<file path="src/rtl/obi_mem_arbiter.sv">
// Round-robin arbiter sharing one OBI memory port between fetch and data masters.
// An in-flight ID FIFO routes in-order responses back to the issuing master.
module obi_mem_arbiter #(
    parameter int ADDR_WIDTH      = 32,
    parameter int DATA_WIDTH      = 32,
    parameter int MAX_OUTSTANDING = 2
) (
    input  logic                    clk_i,
    input  logic                    rst_i,
    input  logic                    instr_req_i,
    input  logic [ADDR_WIDTH-1:0]   instr_addr_i,
    output logic                    instr_gnt_o,
    output logic                    instr_rvalid_o,
    output logic [DATA_WIDTH-1:0]   instr_rdata_o,
    input  logic                    data_req_i,
    input  logic [ADDR_WIDTH-1:0]   data_addr_i,
    input  logic                    data_we_i,
    input  logic [DATA_WIDTH/8-1:0] data_be_i,
    input  logic [DATA_WIDTH-1:0]   data_wdata_i,
    output logic                    data_gnt_o,
    output logic                    data_rvalid_o,
    output logic [DATA_WIDTH-1:0]   data_rdata_o,
    output logic                    mem_req_o,
    output logic [ADDR_WIDTH-1:0]   mem_addr_o,
    output logic                    mem_we_o,
    output logic [DATA_WIDTH/8-1:0] mem_be_o,
    output logic [DATA_WIDTH-1:0]   mem_wdata_o,
    input  logic                    mem_gnt_i,
    input  logic                    mem_rvalid_i,
    input  logic [DATA_WIDTH-1:0]   mem_rdata_i,
    output logic                    resp_err_o
);
    localparam int PTR_W = (MAX_OUTSTANDING > 1) ? $clog2(MAX_OUTSTANDING) : 1;
    localparam int CNT_W = $clog2(MAX_OUTSTANDING + 1);
    localparam logic [PTR_W-1:0] LAST_PTR = PTR_W'(MAX_OUTSTANDING - 1);
    localparam logic [CNT_W-1:0] MAX_CNT  = CNT_W'(MAX_OUTSTANDING);

    typedef enum logic {INSTR = 1'b0, DATA = 1'b1} master_e;

    master_e          sel;
    master_e          last_grant_q, last_grant_d;
    master_e          lock_sel_q, lock_sel_d;
    logic             lock_q, lock_d;
    logic             resp_err_q, resp_err_d;
    master_e          id_q [MAX_OUTSTANDING];
    master_e          id_d [MAX_OUTSTANDING];
    logic [PTR_W-1:0] wptr_q, wptr_d, rptr_q, rptr_d;
    logic [CNT_W-1:0] count_q, count_d;
    logic             full, push, pop;

    always_comb begin
        if (lock_q) begin
            sel = lock_sel_q;
        end else if (instr_req_i && data_req_i) begin
            sel = (last_grant_q == INSTR) ? DATA : INSTR;
        end else if (data_req_i) begin
            sel = DATA;
        end else begin
            sel = INSTR;
        end
    end

    assign full        = (count_q == MAX_CNT);
    assign mem_req_o   = (instr_req_i | data_req_i) & ~full;
    assign mem_addr_o  = (sel == DATA) ? data_addr_i : instr_addr_i;
    assign mem_we_o    = (sel == DATA) & data_we_i;
    assign mem_be_o    = (sel == DATA) ? data_be_i : '1;
    assign mem_wdata_o = data_wdata_i;

    assign push        = mem_req_o & mem_gnt_i;
    assign pop         = mem_rvalid_i & (count_q != '0);
    assign instr_gnt_o = push & (sel == INSTR);
    assign data_gnt_o  = push & (sel == DATA);

    // Responses are in order, so the FIFO head names the owner combinationally.
    assign instr_rvalid_o = pop & (id_q[rptr_q] == INSTR);
    assign data_rvalid_o  = pop & (id_q[rptr_q] == DATA);
    assign instr_rdata_o  = mem_rdata_i;
    assign data_rdata_o   = mem_rdata_i;
    assign resp_err_o     = resp_err_q;

    always_comb begin
        lock_d       = lock_q;
        lock_sel_d   = lock_sel_q;
        last_grant_d = last_grant_q;
        resp_err_d   = resp_err_q | (mem_rvalid_i & (count_q == '0));
        wptr_d       = wptr_q;
        rptr_d       = rptr_q;
        count_d      = count_q;
        id_d         = id_q;
        if (mem_req_o && !mem_gnt_i) begin
            lock_d     = 1'b1;
            lock_sel_d = sel;
        end else if (push) begin
            lock_d = 1'b0;
        end
        if (push) begin
            last_grant_d = sel;
            id_d[wptr_q] = sel;
            wptr_d       = (wptr_q == LAST_PTR) ? '0 : wptr_q + PTR_W'(1);
        end
        if (pop) begin
            rptr_d = (rptr_q == LAST_PTR) ? '0 : rptr_q + PTR_W'(1);
        end
        unique case ({push, pop})
            2'b10:   count_d = count_q + CNT_W'(1);
            2'b01:   count_d = count_q - CNT_W'(1);
            default: count_d = count_q;
        endcase
    end

    always_ff @(posedge clk_i) begin
        if (rst_i) begin
            lock_q       <= 1'b0;
            lock_sel_q   <= INSTR;
            last_grant_q <= INSTR;
            resp_err_q   <= 1'b0;
            wptr_q       <= '0;
            rptr_q       <= '0;
            count_q      <= '0;
            for (int i = 0; i < MAX_OUTSTANDING; i++) begin
                id_q[i] <= INSTR;
            end
        end else begin
            lock_q       <= lock_d;
            lock_sel_q   <= lock_sel_d;
            last_grant_q <= last_grant_d;
            resp_err_q   <= resp_err_d;
            wptr_q       <= wptr_d;
            rptr_q       <= rptr_d;
            count_q      <= count_d;
            id_q         <= id_d;
        end
    end
endmodule

</file>
<file path="config.mk">
export PLATFORM = sky130hd
export DESIGN_NAME = obi_mem_arbiter
export DESIGN_NICKNAME = d
export VERILOG_FILES = /design/src/rtl/obi_mem_arbiter.sv
export SDC_FILE = /design/constraint.sdc
export NUM_CORES = 1
export LEC_CHECK = 0
export ABC_AREA = 1
export BUFFER_PORTS_ARGS = -buffer_cell sky130_fd_sc_hd__buf_2
export CAP_MARGIN = 20
export CORE_AREA = 2 2 107 109
export DETAILED_ROUTE_END_ITERATION = 8
export DIE_AREA = 0 0 109 111
export GPL_ROUTABILITY_DRIVEN = 0
export MAX_ROUTING_LAYER = met4
export SYNTH_ARGS = -nofsm -noshare
export SYNTH_HDL_FRONTEND = slang
export SYNTH_SLANG_ARGS = --single-unit
</file>
<file path="constraint.sdc">
create_clock -name clk_i -period 1.95 [get_ports clk_i]
set_clock_uncertainty 0.1 [all_clocks]
set_input_delay 0.39 -clock clk_i [delete_from_list [all_inputs] [get_ports clk_i]]
set_output_delay 0.39 -clock clk_i [all_outputs]
set_load 0.01 [all_outputs]
</file>
# Yosys cells after proc, flatten, opt, wreduce, memory -nomap -nowiden
# Index checks and enable logic that the tools add are counted.
# Widths: inputs -> output; s select.
[word_totals]
ff_bits = 10
in_bits = 139
output_inout_bits = 139
word_cells = 60
[classes]
addsub = 4
n_lt_le_gt_ge = 3
n_eq_ne = 3
mux = 17
bitwise_logic = 16
reduce_logical = 8
[ops]
columns = ["cell", "n"]
rows = [
  ["$mux 32", 1],
  ["$mux 1", 12],
  ["$and 1x1->1", 9],
  ["$reduce_bool 2->1", 3],
  ["$eq 2x2->1 const B", 2],
  ["$ge 2x2->1 const B", 2],
  ["$mux 4", 1],
  ["$not 1->2", 2],
  ["$pmux 2 s2", 1],
  ["$logic_and 1x1->1", 3],
  ["$not 1->1", 3],
  ["$add 1x1->1 const B", 2],
  ["$add 2x1->2 const B", 1],
  ["$bwmux 2", 1],
  ["$eq 2x1->1 const B", 1],
  ["$logic_not 2->1", 1],
  ["$lt 2x1->1 const B", 1],
  ["$or 1x1->1", 2],
  ["$sub 2x1->2 const B", 1],
  ["$demux 1 s1", 1],
  ["$logic_not 1->1", 1],
]

# Depth between registers and ports, before layout
# Gate-level depths: netlist (run 1).
[depth]
word_depth = 6
ltp_mapped = 9
depth_no_buf = 9

# Least setup slack after synthesis (run 1)
# OpenSTA, ideal clock, no wires.
[synth_timing]
path_kind = "register to register"
startpoint = "register count_q[1]"
endpoint = "register count_q[1]"
setup_time_ns = 0.113
arrival_ns = 1.422
required_time_ns = 1.737
slack_ns = 0.315
stages_incl_launch_ff = 9
path_buffers = 0
synth_period_minus_slack_ns = 1.635
path_cell_list = "dfxtp_1 o21ai_0 inv_1 ha_1 o21bai_1 a21oi_1 nand2_1 nand2_1 nor2_1"
[synth_between]
elab_cells_between_ends = 12
classes_between = "add/sub: 2; eq/ne: 3; mux: 1; bitwise: 4; reduce/logical: 2"
[synth_lines]
columns = ["item", "line", "source"]
rows = [
  ["from (decl)", "48", "logic [CNT_W-1:0] count_q, count_d;"],
  ["from (signal assigned)", "131", "count_q <= count_d;"],
  ["$reduce_bool 2->1 *", "71", "assign pop = mem_rvalid_i & (count_q != '0);"],
  ["$and 1x1->1 *", "71", ""],
  ["named net pop", "49", "logic full, push, pop;"],
  ["$eq 2x1->1 or $eq 2x2->1 (tied branches)", "105", "unique case ({push, pop})"],
  ["$pmux 2 s2 or $reduce_bool 2->1 (tied branches)", "--", ""],
]
# The timed path passes the listed nets; every way through them passes the cells marked *.
# A chain may end at the register's enable or synchronous reset.

# Worst setup path after layout (run 1)
[layout_timing]
startpoint = "register lock_q"
endpoint = "output port mem_be_o[1]"
[layout_between]
elab_chain_len = 2
[layout_rtl]
columns = ["item", "line", "source"]
rows = [
  ["from (decl)", "43", "logic lock_q, lock_d;"],
  ["from (signal assigned)", "125", "lock_q <= lock_d;"],
  ["$mux 1", "52", "if (lock_q) begin"],
  ["$mux 4", "67", "assign mem_be_o = (sel == DATA) ? data_be_i : '1;"],
  ["to (decl)", "26", "output logic [DATA_WIDTH/8-1:0] mem_be_o,"],
]
# Every way passes these cells.

==> results of run 1 <==
==> registers in the layout, summed over array words and instances (netlist names) <==
| signal | count |
|---|---|
| count_q | 2 |
| id_q | 2 |
| last_grant_q | 1 |
| lock_q | 1 |
| lock_sel_q | 1 |
| resp_err_o | 1 |
| rptr_q | 1 |
| wptr_q | 1 |
==> worst reg2reg max path: stages (launching register included) <==
cell and delay [ns]:
dfxtp_1 0.34, o21ai_0 0.28, inv_1 0.12, ha_1 0.33
o21bai_1 0.16, a21oi_1 0.17, nand2_1 0.07, nand2_1 0.06
nor2_1 0.04
==> cell usage in the layout, fill, tap and decap left out, drive strengths merged <==
master  synthesis  layout
ha              1       1
nand4           1       1
dfxtp          10      10
o21bai          1       1
nand3           3       3
nor2           14      14
o21ai           4       4
clkbuf          0       4
inv            13      13
or2             4       4
nand2         115     115
a21oi           8       8
buf           103     123
==> routing by layer <==
metal,up-vias,wire (um)
met1,630,1820
met4,0,62
met3,9,903
li1,785,-
met5,-,0
met2,153,3190
==> cell usage after synthesis (2+ instances only) <==
cell	count	area share
inv_2	2	0.0046
dfxtp_1	10	0.12
nand2_1	113	0.26
inv_1	11	0.025
nand3_1	2	0.0061
o21ai_0	4	0.012
buf_4	96	0.44
buf_2	4	0.012
nor2_1	14	0.032
a21oi_1	8	0.024
buf_6	3	0.020
or2_1	4	0.015
==> kinds of logic after synthesis <==
| family | share of synthesized area |
|---|---|
| and+or+nand+nor | 0.331 |
| buffers and inverters | 0.499 |
| AOI/OAI and AO/OA | 0.0410 |
| DFF | 0.121 |
| adders and majority gates | 0.00759 |
==> stage by stage <==
stage                     hold slack, ns  setup TNS, ns  setup slack (ns)  power, W  cells
after floorplan                    0.335              0             0.315  0.000775    277
after global placement             0.349              0            0.0579  0.000836    440
after detailed placement           0.353              0            0.0767  0.000836    440
after CTS                          0.294              0            0.0329   0.00126    444
after global routing               0.294      -0.000640         -0.000640   0.00133    444
final                              0.279              0            0.0816   0.00123    444
==> power by group through the flow <==
stage / registers [W] / logic (W) / clock network, W
after floorplan: 0.000263 / 0.000512 / 0
after global placement: 0.000266 / 0.000570 / 0
after detailed placement: 0.000266 / 0.000570 / 0
after CTS: 0.000262 / 0.000575 / 0.000419
after global routing: 0.000268 / 0.000635 / 0.000430
final: 0.000263 / 0.000562 / 0.000410
==> final cells by class <==
| cell class | count | area (um^2) |
|---|---|---|
| inverters | 13 | 48.8 |
| well taps | 143 | 179 |
| flip-flops and latches | 10 | 201 |
| multi-input cells | 151 | 626 |
| repair buffers | 123 | 663 |
| clock buffers | 4 | 88.8 |
| fillers | 1302 | 9270 |
==> what timing repair did <==
action | 4_1_cts | 5_1_grt
endpoints found under the setup margin | 1 | 3
pin swaps | 0 | 2
gates resized for setup | 1 | 2
==> path summary, 6_finish.rpt <==
kind | end | startpoint
max | mem_be_o[1] | lock_q$_SDFFE_PP0P_
max reg2reg | count_q[1]$_SDFFE_PP0P_ | count_q[1]$_SDFFE_PP0P_
min | lock_q$_SDFFE_PP0P_ | rst_i
min reg2reg | wptr_q$_SDFFE_PP0N_ | wptr_q$_SDFFE_PP0N_
==> impl_metrics.env, run 1 <==
export IMPL_final_nets=442
export IMPL_worst_pin_slew_ns=0.279
export IMPL_power_frac_seq=0.213
export IMPL_async_reset_ff_frac=0
export IMPL_hold_viol=0
export IMPL_crit_path_max_fanout=21
export IMPL_synth_fp_nets=417
export IMPL_final_core_util=0.163
export IMPL_ys_types=18
export IMPL_critical_path_arrival_ns=1.38
export IMPL_ys_ff_latch=10
export IMPL_fmax_ghz=0.535
export IMPL_cpPeakStageDelay_ns=0.32
export IMPL_drtPass1Iterations=4
export IMPL_power_leakage_nw=1.09
export IMPL_grt_pass1_vias=1405
export IMPL_cts_htree_levels=1
export IMPL_synth_avg_cell_area_um2=5.95
export IMPL_num_rows=39
export IMPL_detail_route_wl_per_cell_um=13.5
export IMPL_post_cts_buffers=0
export IMPL_use_met2=0.185
export IMPL_fin_crit_sh=0.958
export IMPL_netlist_area_um2=1650
export IMPL_die_w_um=109
export IMPL_cts_hold_buf=0
export IMPL_hold_depth=2
export IMPL_start_util=0.149
export IMPL_worstSetupPathDepth=7
export IMPL_die_h_um=111
export IMPL_switchingPower_w=0.000437
export IMPL_drt_total_wl_um=5980
export IMPL_busiest_layer="met2"
export IMPL_cts_tree="yes"
export IMPL_cts_sinks=10
export IMPL_clock_power_share=0.332
export IMPL_grt_use_met1=0.0788
export IMPL_fp_dieArea_um2=12100
export IMPL_crit_family="simple AND/OR/NAND/NOR gates"
export IMPL_required_ns=1.46
export IMPL_cap_violations=0
export IMPL_cts_buffer_depth=2
export IMPL_grt_pass1_wl_um=8030
export IMPL_met3_usage=0.0394
export IMPL_core_um2=11100
export IMPL_syn2layout_area_growth_pct=9.56
export IMPL_insertion_delay_ns=0.24
export IMPL_slew_headroom=0.812
export IMPL_swShare=0.354
export IMPL_hold_class="input port to register"
export IMPL_setup_worst_path_start_class="register"
export IMPL_rsz0062_at_grt="true"
export IMPL_path_cells="nor2_1 -> nand2_1 -> nand2_4 -> inv_2 -> buf_12 -> or2_1 -> buf_2"
export IMPL_grt_overflow=0
export IMPL_yosysWarnings=0
export IMPL_internal_power_w=0.000798
export IMPL_ys_flop_type="dfxtp_1"
export IMPL_via_per_inst=3.55
export IMPL_rr_worst_depth=8
export IMPL_min_period_ns=1.87
export IMPL_path_buf_inv=3
export IMPL_critPathKind="register to output port"
export IMPL_dpl_cell_area_um2=1710
export IMPL_antenna_left=0
export IMPL_diodes=0
export IMPL_powerDensity_nw_per_um2=683
export IMPL_layout_drive_gt1_share=0.442
export IMPL_num_vias=1577
export IMPL_root_buffer="clkbuf_16"
export IMPL_synth_edf_count=0
export IMPL_status="finished clean"
export IMPL_combPwrFrac=0.455
export IMPL_cts_buffers=3
export IMPL_endpoint_kind="output port"
export IMPL_drtIter0Drc=27
export IMPL_grt_max_degree=22
export IMPL_rrSetupSlack_ns=0.19
export IMPL_antenna_found_initial=2
export IMPL_grt_usage=0.0932
export IMPL_final_max_slew_viol_count=0
export IMPL_irDropWorstVdd_v=0.000517
export IMPL_ys_seq_area_frac=0.121
export IMPL_port_buffers=117
export IMPL_crit_slowest_cell="dfxtp_2"
export IMPL_path_clk_slew_ns=0.04
export IMPL_hpwl_um=5270
export IMPL_design_area_um2=1810
export IMPL_synthesis_instances=277
export IMPL_drc=0
export IMPL_pin_count=278
export IMPL_report_final_setup_viol=0
No activity file was read; power rests on OpenSTA's default activity.
==> run 2: changes to the inputs <==
--- a/config.mk
+++ b/config.mk
@@ -8,11 +8,13 @@
 export ABC_AREA = 1
 export BUFFER_PORTS_ARGS = -buffer_cell sky130_fd_sc_hd__buf_2
 export CAP_MARGIN = 20
-export CORE_AREA = 2 2 107 109
+export CELL_PAD_IN_SITES_DETAIL_PLACEMENT = 0
+export CELL_PAD_IN_SITES_GLOBAL_PLACEMENT = 2
+export CORE_UTILIZATION = 10
 export DETAILED_ROUTE_END_ITERATION = 8
-export DIE_AREA = 0 0 109 111
 export GPL_ROUTABILITY_DRIVEN = 0
 export MAX_ROUTING_LAYER = met4
+export PLACE_DENSITY_LB_ADDON = 0.1
 export SYNTH_ARGS = -nofsm -noshare
 export SYNTH_HDL_FRONTEND = slang
 export SYNTH_SLANG_ARGS = --single-unit
==> constraint.sdc (replaced) <==
create_clock -name clk_i -period 1.95 [get_ports clk_i]
set_clock_uncertainty 0.1 [all_clocks]
set_input_delay 0.2925 -clock clk_i [delete_from_list [all_inputs] [get_ports clk_i]]
set_output_delay 0.2925 -clock clk_i [all_outputs]
set_load 0.01 [all_outputs]
==> run 2 against run 1 <==
Via count is 1.4% lower. Hold slack worse by 0.077 ns. Count of clock-buffer cells in the layout stayed put. Critical path type unchanged. Largest power group unchanged.
==> impl_metrics.env, run 2 (synthesis gave the netlist of run 1 again) <==
export IMPL_fp_dieArea_um2=17000
export IMPL_grt_usage=0.0581
export IMPL_rsz0062_at_grt="false"
export IMPL_required_ns=1.56
export IMPL_cts_sinks=10
export IMPL_fin_crit_sh=0.946
export IMPL_power_leakage_nw=1.11
export IMPL_num_vias=1555
export IMPL_min_period_ns=1.85
export IMPL_antenna_found_initial=0
export IMPL_hold_viol=0
export IMPL_report_final_setup_viol=0
export IMPL_cts_htree_levels=1
export IMPL_path_clk_slew_ns=0.04
export IMPL_crit_path_max_fanout=9
export IMPL_critical_path_arrival_ns=1.45
export IMPL_die_h_um=130
export IMPL_port_buffers=117
export IMPL_start_util=0.103
export IMPL_antenna_left=0
export IMPL_detail_route_wl_per_cell_um=10.9
export IMPL_grt_pass1_vias=1443
export IMPL_status="finished clean"
export IMPL_fmax_ghz=0.542
export IMPL_cap_violations=0
export IMPL_final_max_slew_viol_count=0
export IMPL_drtIter0Drc=23
export IMPL_final_common_cell="buf_2"
export IMPL_cpPeakStageDelay_ns=0.32
export IMPL_root_buffer="clkbuf_16"
export IMPL_worst_pin_slew_ns=0.244
export IMPL_setup_worst_path_start_class="register"
export IMPL_drtPass1Iterations=4
export IMPL_powerDensity_nw_per_um2=655
export IMPL_path_buf_inv=3
export IMPL_drt_total_wl_um=5650
export IMPL_diodes=0
export IMPL_insertion_delay_ns=0.24
export IMPL_grt_overflow=0
export IMPL_grt_pass1_wl_um=7220
export IMPL_endpoint_kind="output port"
export IMPL_crit_slowest_cell="dfxtp_1"
export IMPL_critPathKind="register to output port"
export IMPL_final_cell_mix="117 x buf_2, 113 x nand2_1, 14 x nor2_1, 11 x inv_1, 10 x dfxtp_1"
export IMPL_core_um2=16000
export IMPL_path_cells="nor2_1 -> nand2_1 -> nand2_4 -> inv_4 -> buf_4 -> or2_1 -> buf_2"
export IMPL_crit_family="simple AND/OR/NAND/NOR gates"
export IMPL_grt_max_degree=29
export IMPL_cts_hold_buf=0
export IMPL_hpwl_um=4540
export IMPL_irDropWorstVdd_v=0.000257
export IMPL_via_per_inst=2.99
export IMPL_pin_count=278
export IMPL_num_rows=46
export IMPL_hold_class="input port to register"
export IMPL_drc=0
export IMPL_slew_headroom=0.836
export IMPL_top_regs="count_q (2), id_q (2)"
export IMPL_tns_ns=0
export IMPL_cts_tree="yes"
export IMPL_die_w_um=130
export IMPL_cts_buffer_depth=2
export IMPL_total_power_w=0.00127
export IMPL_layout_drive_gt1_share=0.444
export IMPL_final_nets=445
export IMPL_cts_buffers=3
export IMPL_syn2layout_area_growth_pct=17.1
==> run 2: area by class of cell <==
cell class	instances	area, um^2
Clock buffer	4	88.8
Tap cell	216	270
Sequential cell	10	200
Inverter	13	51.3
Multi-Input combinational cell	151	626
Fill cell	1920	14100
Timing Repair Buffer	126	696
==> run 2: layer usage <==
layer / vias to the layer above / GRT usage / routed length (um)
li1: 790 / - / -
met1: 651 / 0.0494 / 1860
met2: 84 / 0.116 / 3070
met3: 30 / 0.0134 / 509
met4: 0 / 0.0318 / 216
met5: - / - / 0
==> run 2: worst paths after layout <==
path                                         startpoint                       to  slack [ns]  cells after the start
worst min register to register      wptr_q$_SDFFE_PP0N_      wptr_q$_SDFFE_PP0N_        0.36                      2
worst max-delay path                lock_q$_SDFFE_PP0P_              mem_be_o[1]        0.10                      7
worst min-delay path                              rst_i  lock_sel_q$_SDFFE_PP0P_        0.20                      2
worst max register to register  count_q[1]$_SDFFE_PP0P_  count_q[1]$_SDFFE_PP0P_        0.30                      8
==> run 2: per-stage QoR <==
stage | instances | cell area [um^2] | worst slack (ns) | util | hold slack [ns]
6_report | 520 | 1930 | 0.105 | 0.121 | 0.202
5_1_grt | 520 | 1930 | 0.00777 | 0.121 | 0.221
4_1_cts | 517 | 1890 | 0.0490 | 0.118 | 0.210
3_5_place_dp | 513 | 1800 | 0.158 | 0.113 | 0.357
3_3_place_gp | 513 | 1800 | 0.0881 | 0.113 | 0.352
2_1_floorplan | 277 | 1650 | 0.315 | - | 0.262
==> run 2: report_power, final <==
group          leakage (nW)  switching (W)  internal, W
Combinational         0.983       0.000327     0.000265
Clock                0.0442       0.000101     0.000309
Sequential           0.0824      0.0000272     0.000237
Total                  1.11       0.000455     0.000811
==> run 2: what timing repair did <==
item	4_1_cts	5_1_grt
endpoints found under the setup margin	0	31
buffers inserted	0	2
resized for setup	0	3
